### src/rtl/ps2_pkg.sv
// ps2_pkg: shared constants, frame FSM states and delta saturation helper for the PS/2 mouse receiver
package ps2_pkg;
    localparam int PS2_FRAME_BITS = 11;
    typedef enum logic [1:0] {IDLE, SHIFT, CHECK} frame_state_e;
    function automatic logic signed [31:0] sat_shift(input logic signed [8:0] x9, input int shift, input int width);
        logic signed [31:0] v, hi, lo;
        v = 32'(x9) <<< shift;
        hi = (32'sd1 <<< (width - 1)) - 32'sd1;
        lo = -hi - 32'sd1;
        return (v > hi) ? hi : ((v < lo) ? lo : v);
    endfunction
endpackage

### src/rtl/ps2_frame_rx.sv
// ps2_frame_rx: synchronises the PS/2 pins and receives one 11-bit frame (start, 8 data, odd parity, stop)
module ps2_frame_rx
    import ps2_pkg::*;
#(
    parameter int SYNC_STAGES    = 2,
    parameter int TIMEOUT_CYCLES = 5000
) (
    input  logic       clk,
    input  logic       reset,
    input  logic       ps2_clk_i,
    input  logic       ps2_data_i,
    output logic       byte_valid_o,
    output logic [7:0] byte_data_o,
    output logic       frame_err_o
);
    localparam int TW = $clog2(TIMEOUT_CYCLES);
    logic [SYNC_STAGES-1:0] clk_sync_q, data_sync_q;
    logic                   prev_q, err_q, sclk, sdata, fall, ok;
    frame_state_e           state_q;
    logic [3:0]             cnt_q;
    logic [9:0]             sr_q;
    logic [TW-1:0]          to_q;

    assign sclk  = clk_sync_q[SYNC_STAGES-1];
    assign sdata = data_sync_q[SYNC_STAGES-1];
    assign fall  = prev_q & ~sclk;
    // after ten shifts sr_q holds {stop, parity, d7..d0}
    assign ok    = sr_q[9] & (^sr_q[8:0]);
    assign byte_valid_o = (state_q == CHECK) & ok;
    assign frame_err_o  = err_q | ((state_q == CHECK) & ~ok);
    assign byte_data_o  = sr_q[7:0];

    always_ff @(posedge clk or posedge reset) begin
        if (reset) begin
            clk_sync_q  <= '1;
            data_sync_q <= '1;
            prev_q      <= 1'b1;
            err_q       <= 1'b0;
            state_q     <= IDLE;
            cnt_q       <= '0;
            sr_q        <= '0;
            to_q        <= '0;
        end else begin
            clk_sync_q  <= {clk_sync_q[SYNC_STAGES-2:0], ps2_clk_i};
            data_sync_q <= {data_sync_q[SYNC_STAGES-2:0], ps2_data_i};
            prev_q      <= sclk;
            err_q       <= 1'b0;
            to_q        <= (fall || state_q != SHIFT) ? '0 : to_q + 1'b1;
            case (state_q)
                IDLE: if (fall && !sdata) begin
                    state_q <= SHIFT;
                    cnt_q   <= '0;
                end
                SHIFT: if (fall) begin
                    sr_q    <= {sdata, sr_q[9:1]};
                    cnt_q   <= cnt_q + 4'd1;
                    state_q <= (cnt_q == 4'(PS2_FRAME_BITS - 2)) ? CHECK : SHIFT;
                end else if (to_q == TW'(TIMEOUT_CYCLES - 1)) begin
                    err_q   <= 1'b1;
                    state_q <= IDLE;
                end
                default: state_q <= IDLE;
            endcase
        end
    end
endmodule

### src/rtl/ps2_mouse_packet_rx.sv
// ps2_mouse_packet_rx: assembles PS/2 mouse packets into scaled, saturated deltas and button states
module ps2_mouse_packet_rx
    import ps2_pkg::*;
#(
    parameter int SYNC_STAGES    = 2,
    parameter int TIMEOUT_CYCLES = 5000,
    parameter int WHEEL_EN       = 0,
    parameter int SCALE_SHIFT    = 0,
    parameter int OUT_W          = 10
) (
    input  logic             clk,
    input  logic             reset,
    input  logic             ps2_clk_i,
    input  logic             ps2_data_i,
    output logic             pkt_valid_o,
    output logic [OUT_W-1:0] dx_o,
    output logic [OUT_W-1:0] dy_o,
    output logic [3:0]       dz_o,
    output logic             btn_l_o,
    output logic             btn_r_o,
    output logic             btn_m_o,
    output logic             frame_err_o,
    output logic             sync_err_o
);
    localparam logic [1:0] LAST = (WHEEL_EN != 0) ? 2'd3 : 2'd2;
    logic             byte_valid, frame_err, last;
    logic [7:0]       byte_data, b1_q, b2_q, y_byte;
    logic [6:0]       flags_q;
    logic [1:0]       idx_q;
    logic signed [8:0] x9, y9;
    logic [OUT_W-1:0] dx_d, dy_d;

    ps2_frame_rx #(.SYNC_STAGES(SYNC_STAGES), .TIMEOUT_CYCLES(TIMEOUT_CYCLES)) u_frame (
        .clk          (clk),
        .reset        (reset),
        .ps2_clk_i    (ps2_clk_i),
        .ps2_data_i   (ps2_data_i),
        .byte_valid_o (byte_valid),
        .byte_data_o  (byte_data),
        .frame_err_o  (frame_err)
    );

    // flags_q is byte0 without the always-one sync bit: {y_ovf, x_ovf, y_sign, x_sign, m, r, l}
    always_comb begin
        last   = byte_valid && idx_q == LAST;
        y_byte = (WHEEL_EN != 0) ? b2_q : byte_data;
        x9     = flags_q[5] ? (flags_q[3] ? -9'sd255 : 9'sd255) : {flags_q[3], b1_q};
        y9     = flags_q[6] ? (flags_q[4] ? -9'sd255 : 9'sd255) : {flags_q[4], y_byte};
        dx_d   = OUT_W'(sat_shift(x9, SCALE_SHIFT, OUT_W));
        dy_d   = OUT_W'(sat_shift(y9, SCALE_SHIFT, OUT_W));
    end

    always_ff @(posedge clk or posedge reset) begin
        if (reset) begin
            idx_q       <= '0;
            flags_q     <= '0;
            b1_q        <= '0;
            b2_q        <= '0;
            pkt_valid_o <= 1'b0;
            dx_o        <= '0;
            dy_o        <= '0;
            dz_o        <= '0;
            btn_l_o     <= 1'b0;
            btn_r_o     <= 1'b0;
            btn_m_o     <= 1'b0;
            frame_err_o <= 1'b0;
            sync_err_o  <= 1'b0;
        end else begin
            pkt_valid_o <= 1'b0;
            sync_err_o  <= 1'b0;
            frame_err_o <= frame_err;
            if (frame_err) begin
                idx_q <= '0;
            end else if (byte_valid) begin
                if (idx_q == 2'd0 && !byte_data[3]) begin
                    sync_err_o <= 1'b1;
                end else begin
                    if (idx_q == 2'd0) flags_q <= {byte_data[7:4], byte_data[2:0]};
                    if (idx_q == 2'd1) b1_q <= byte_data;
                    if (idx_q == 2'd2) b2_q <= byte_data;
                    idx_q <= last ? 2'd0 : idx_q + 2'd1;
                    if (last) begin
                        pkt_valid_o <= 1'b1;
                        dx_o        <= dx_d;
                        dy_o        <= dy_d;
                        dz_o        <= (WHEEL_EN != 0) ? byte_data[3:0] : 4'd0;
                        btn_l_o     <= flags_q[0];
                        btn_r_o     <= flags_q[1];
                        btn_m_o     <= flags_q[2];
                    end
                end
            end
        end
    end
endmodule

### config.mk
export PLATFORM = sky130hd
export DESIGN_NAME = ps2_mouse_packet_rx
export DESIGN_NICKNAME = d
export VERILOG_FILES = /design/src/rtl/ps2_pkg.sv /design/src/rtl/ps2_frame_rx.sv /design/src/rtl/ps2_mouse_packet_rx.sv
export SDC_FILE = /design/constraint.sdc
export NUM_CORES = 1
export LEC_CHECK = 0
export CELL_PAD_IN_SITES_DETAIL_PLACEMENT = 1
export CELL_PAD_IN_SITES_GLOBAL_PLACEMENT = 1
export CORE_MARGIN = 2
export CORE_UTILIZATION = 45
export CTS_CLUSTER_SIZE = 16
export DETAILED_ROUTE_END_ITERATION = 8
export GPL_TIMING_DRIVEN = 1
export MAX_ROUTING_LAYER = met4
export PLACE_DENSITY = 0.83
export RECOVER_POWER = 50
export SKIP_CTS_REPAIR_TIMING = 1
export SYNTH_ARGS = -nofsm -noshare
export SYNTH_HDL_FRONTEND = slang
export SYNTH_HIERARCHICAL = 1
export SYNTH_SLANG_ARGS = --single-unit
### constraint.sdc
create_clock -name clk -period 7.88 [get_ports clk]
set_input_delay 1.576 -clock clk [delete_from_list [all_inputs] [get_ports clk]]
set_output_delay 1.576 -clock clk [all_outputs]
set_load 0.1 [all_outputs]
==> out/results.txt <==
critical path class -> input pin to async pin
RSZ-0062 raised after global routing -> false
Pwr Total -> 0.000923 W
Post-synth EDFFs -> 0
Crit Path Max Fanout -> 43
Die W -> 90.5 um
total congestion overflow -> 0
Num CTS Buffers -> 9
CTS Buffer Depth -> 2
Clk pin slew, worst setup/hold paths -> 0.08 ns
# diodes -> 0
fmax -> 264 MHz
nets@finish -> 347
synthesized flop and latch total -> 78
Placement Setup Slack -> 4.81 ns
ys async rst share -> 100%
TNS Setup -> 0 ns
Static Leak -> 1.84 nW
failing checks -> max-capacitance violations, max-slew violations
Chip Height -> 90.5 um
Via Count -> 2251
required time of the critical path -> 7.89 ns
worst-margin pin slew -> 2.23 ns
Post-synth top flop -> dfrtp_1
Tot GR Track Use -> 19.0%
Syn Inst Count -> 315
die area -> 0.00819 mm2
Routed Antenna Nets -> 0
Avg WL per Cell -> 15.2 um
Syn Area/Cell -> 10.7 um2
number of distinct library cells after synthesis -> 41
startpoint types -> input pin
leading cell type in the layout, fill and taps excluded -> nand2_1
register area share after synthesis -> 58.2%
power per cell area -> 237 mW/mm2
FILL cells -> 816
global-route wire length before repair -> 11900 um
vias in the first global route -> 2441
Arr. time, crit path -> 3.79 ns
CTS tree -> built
initial cell density of the core -> 46.4%
Final Hold Viols -> 0
crit end category -> async pin
final period utilization -> 48.0%
row cnt -> 31
post-synthesis cell area -> 0.00337 mm2
max_slew headroom -> -48.6%
Pre-antenna DRT Iters -> 4
Max Slew Vio Count -> 80
PortBufs -> 29
status -> complete, but fails checks
ratio of cells with drive above 1 in the final layout -> 12.2%
fin crit period -> 3.78 ns
maxcap violations -> 2
skew final -> 0.00491 ns
htree depth -> 3
vias per cell -> 5.07
Final Wtd Congestion -> 0.775
Syn. warnings -> 6
commonest cells after routing, fill and taps aside -> nand2_1 (74), dfrtp_1 (73), clkdlybuf4s50_1 (26)
initial antenna violation count -> 0
Routed WL -> 6750 um
placed wire-length estimate -> 4610 um
clk root buf -> clkbuf_8
Final setup viols -> 0
pin count of the biggest net entering global routing -> 44
Core Area -> 0.00725 mm2
initial DRC count -> 111
Worst-Skew Late Latency -> 0.35 ns
DRC -> 0
PnR worst setup slack -> 4.10 ns
# IOs -> 34
CTS sink count -> 78
Max VDD drop -> 0.133 mV
Hold Path Class -> flop to flop
area grow syn2layout -> 15.4%
## path summary, 6_finish.rpt
check                                               to  slack (ns)  cells after the start                   start
worst max-delay path                           btn_l_o        4.10                      3                   reset
worst min-delay path            u_frame/data_sync_q[1]        0.36                      0  u_frame/data_sync_q[0]
worst max register to register                 dy_o[4]        4.83                      7         u_frame/sr_q[5]
worst min register to register  u_frame/data_sync_q[1]        0.36                      0  u_frame/data_sync_q[0]
max in group clk                               dy_o[4]        4.44                      1                 dy_o[4]
min in group asynchronous              u_frame/to_q[7]        2.34                      3                   reset
## worst max-delay path: stages
cell	delay, ns
dlygate4sd3_1	0.55
inv_1	0.06
clkbuf_1	1.58
## flip-flops by register name (all words and copies together) (netlist names), 2 cells and up
name,cells
u_frame/to_q,13
dx_o,10
dy_o,10
u_frame/sr_q,10
b1_q,8
flags_q,7
u_frame/cnt_q,4
idx_q,2
u_frame/clk_sync_q,2
u_frame/data_sync_q,2
u_frame/state_q,2
## layer usage
layer	vias to the layer above	track usage (%)	part of all wire (%)
met5	-	-	0
met4	0	8.85	2.1
met3	11	3.09	2.4
met2	27	31.0	52
met1	1132	23.2	44
li1	1081	-	-
## Yosys cell counts (3+ instances only)
cell,instances,area (um2)
nand2_1,74,278
dfrtp_1,73,1830
nor2_1,19,71.3
a21oi_1,15,75.1
mux2_2,15,169
o21ai_0,15,75.1
xor2_1,14,123
buf_4,13,97.6
inv_1,6,22.5
and3_1,5,31.3
clkbuf_1,5,18.8
dfstp_2,5,131
nand3_1,5,25.0
nand4_1,5,31.3
nor2b_1,5,31.3
xnor2_1,5,43.8
ha_1,3,37.5
nand2b_1,3,18.8
o21ai_1,3,15.0
## cells by family (layout without fill, tap and decap cells)
| group | count (synthesis) | after routing | synth area share (%) |
|---|---|---|---|
| and+or+nand+nor | 134 | 134 | 19.3 |
| DFF | 78 | 78 | 58.2 |
| AOI/OAI and AO/OA | 36 | 36 | 5.61 |
| buffers and inverters | 28 | 55 | 5.05 |
| xor gates and xnor gates | 20 | 20 | 5.65 |
| muxes | 15 | 15 | 5.02 |
| adders and majority gates | 3 | 3 | 1.11 |
| other | 1 | 4 | 0.111 |
## stage by stage
stage                     utilization, %  instance area [um2]  instances  hold slack (ns)
final                               53.6                 3890        444            0.363
after global routing                53.6                 3890        444            0.369
after CTS                           53.7                 3890        444            0.363
after detailed placement            50.6                 3670        428            0.349
after global placement              50.6                 3670        428            0.346
after floorplan                        -                 3380        318            0.345
## where the power goes
part / total [W] / switching [W] / internal, W
registers: 0.000466 / 0.0000396 / 0.000426
logic: 0.000123 / 0.0000659 / 0.0000567
clock network: 0.000334 / 0.000149 / 0.000186
total: 0.000923 / 0.000254 / 0.000669
## area by class of cell
type / instances / area, um2 / area share, %
Sequential cell: 78 / 1960 / 50.4
Multi-Input combinational cell: 212 / 1250 / 32.2
Timing Repair Buffer: 32 / 305 / 7.86
Clock inverter: 6 / 85.1 / 2.19
Inverter: 7 / 26.3 / 0.676
Tap cell: 99 / 124 / 3.19
Clock buffer: 10 / 138 / 3.54
No activity file was read; power rests on OpenSTA's default activity.
==> patch (config.mk and constraints unchanged) <==
`TIMEOUT_CYCLES` is set to 5000 in 2 places; all go to 20000.
--- a/src/rtl/ps2_frame_rx.sv
+++ b/src/rtl/ps2_frame_rx.sv
@@ -5,3 +5,3 @@
     parameter int SYNC_STAGES    = 2,
-    parameter int TIMEOUT_CYCLES = 5000
+    parameter int TIMEOUT_CYCLES = 20000
 ) (
--- a/src/rtl/ps2_mouse_packet_rx.sv
+++ b/src/rtl/ps2_mouse_packet_rx.sv
@@ -5,3 +5,3 @@
     parameter int SYNC_STAGES    = 2,
-    parameter int TIMEOUT_CYCLES = 5000,
+    parameter int TIMEOUT_CYCLES = 20000,
     parameter int WHEEL_EN       = 0,
Function: no difference found for any inputs over 10 cycles, from zero or initial values and one cycle with reset high; that may be too few to reach the edited logic, so the function may still have changed.
==> patch against the original RTL <==
Area after synthesis increased by 3.0%. The run still ends with capacitance limit, slew limit left. Global-route usage decreased by 0.086 points. Critical endpoint is now btn_m_o. Final area increased by 2.1%. Count of clock-buffer cells in the layout decreased by 1. Wire length increased by 3.2%. Sequential cell count increased by 2. Setup slack improved by 0.011 ns. Total power increased by 1.3%. Non-clock buffer count unchanged. First-iteration DRC count increased by 30%.
==> patch: results (changes against the original RTL) <==
GRT:
- The via count of the first global-routing pass is 2491 (was 2441).
- The met3 layer usage reported by global route was 0.0419 (was 0.0309).
- The wire length of the first global-routing pass was 12100 µm (was 11900 µm).
- The met1 global-route usage is 0.225 (was 0.232).
- The met2 routing resource usage after global routing is 0.321 (was 0.310).

Timing:
- The total count of max-transition violations in the final report was 82 (was 80).
- The worst slack on hold paths was 0.360 ns (was 0.363 ns).
- The transition time at the pin with the least slew margin was 2.22 ns (was 2.23 ns).

Cells and area:
- The number of clock buffer instances in the layout is 9 (was 10).
- The layout net count is 359 (was 347).
- The non-clock inverter count in the final layout came to 8 (was 7).
- The filler cell count in the final layout was 857 (was 816).
- The count of multi-input gates came to 221 (was 212).
- The share of cells above drive strength 1 is 0.112 (was 0.122).
- The data-path buffer share of cell area in the final layout is 0.0770 (was 0.0786).
- The proportion of cell area occupied by multi-input gates came to 0.327 (was 0.322).
- The number of flip-flops in the largest register is 15 (was 13).

Power and ir drop:
- The peak ir drop on the vdd network came to 151 µV (was 133 µV).
- The fraction of power consumed by sequential logic came to 0.526 (was 0.505).

Setup path:
- The last element of the critical path was btn_m_o (was btn_l_o).
- The capture instance of the worst register-to-register path is dx_o[0] (was dy_o[4]).
- The cell count of the worst reg-to-reg path was 9 (was 7).
- The endpoint arrival time on the critical path came to 3.78 ns (was 3.79 ns).
- The startpoint of the worst-slack reg-to-reg timing path was u_frame/sr_q[6] (was u_frame/sr_q[5]).

Synthesis:
- The fraction of synthesized area in multiplexers is 0.0487 (was 0.0502).
- The total of flip-flops plus latches after synthesis was 80 (was 78).
- Top cells by count, synth: 75 x sky130_fd_sc_hd__dfrtp_1, 75 x sky130_fd_sc_hd__nand2_1, 19 x sky130_fd_sc_hd__nor2_1 (was 74 x sky130_fd_sc_hd__nand2_1, 73 x sky130_fd_sc_hd__dfrtp_1, 19 x sky130_fd_sc_hd__nor2_1).
- The share of the synthesized area in compound gates (AO/OA/AOI/OAI) came to 0.0573 (was 0.0561).
- The synthesized-area fraction occupied by xor and xnor cells is 0.0570 (was 0.0565).
- The count of different cell masters after synthesis is 42 (was 41).
- The adder-cell share of the synthesized area is 0.0108 (was 0.0111).

Flow run:
- The total of max-cap violations came to 2 (unchanged).

Routing:
- The number of vias per cell came to 5.14 (was 5.07).
- The average wire per cell in the routed design came to 15.2 µm (about the same).

Status:
- Violations in the final reports: capacitance limit, slew limit (unchanged).
- Outcome: finished with violations (unchanged).

Placed design:
- The estimated wirelength of the detail-placed design is 4820 µm (was 4610 µm).
-- patch: cell count changes after synthesis, moves of 2 or more --
cell / change
sky130_fd_sc_hd__dfrtp_1: +2
sky130_fd_sc_hd__nand3b_1: +2
sky130_fd_sc_hd__nand4_1: +3
sky130_fd_sc_hd__nor4_1: +4
sky130_fd_sc_hd__nor4b_1: -2
sky130_fd_sc_hd__xnor2_1: +3
sky130_fd_sc_hd__xor2_1: -2
-- patch: through the flow --
stage	setup slack, ns	cells	util	cell area (µm²)	power (W)
finish	4.11	459	0.521	3970	0.000935
global route	3.69	459	0.521	3970	0.000989
CTS	4.40	459	0.522	3970	0.000950
detailed placement	4.82	443	0.497	3780	0.000647
global placement	4.85	443	0.497	3780	0.000636
floorplan	5.30	330	-	3480	0.000626
-- patch: layer usage --
metal,part of all wire,vias to the layer above,wire (µm)
li1,-,1125,-
met1,0.45,1181,3110
met2,0.51,43,3550
met3,0.031,9,219
met4,0.013,0,93
met5,0,-,0
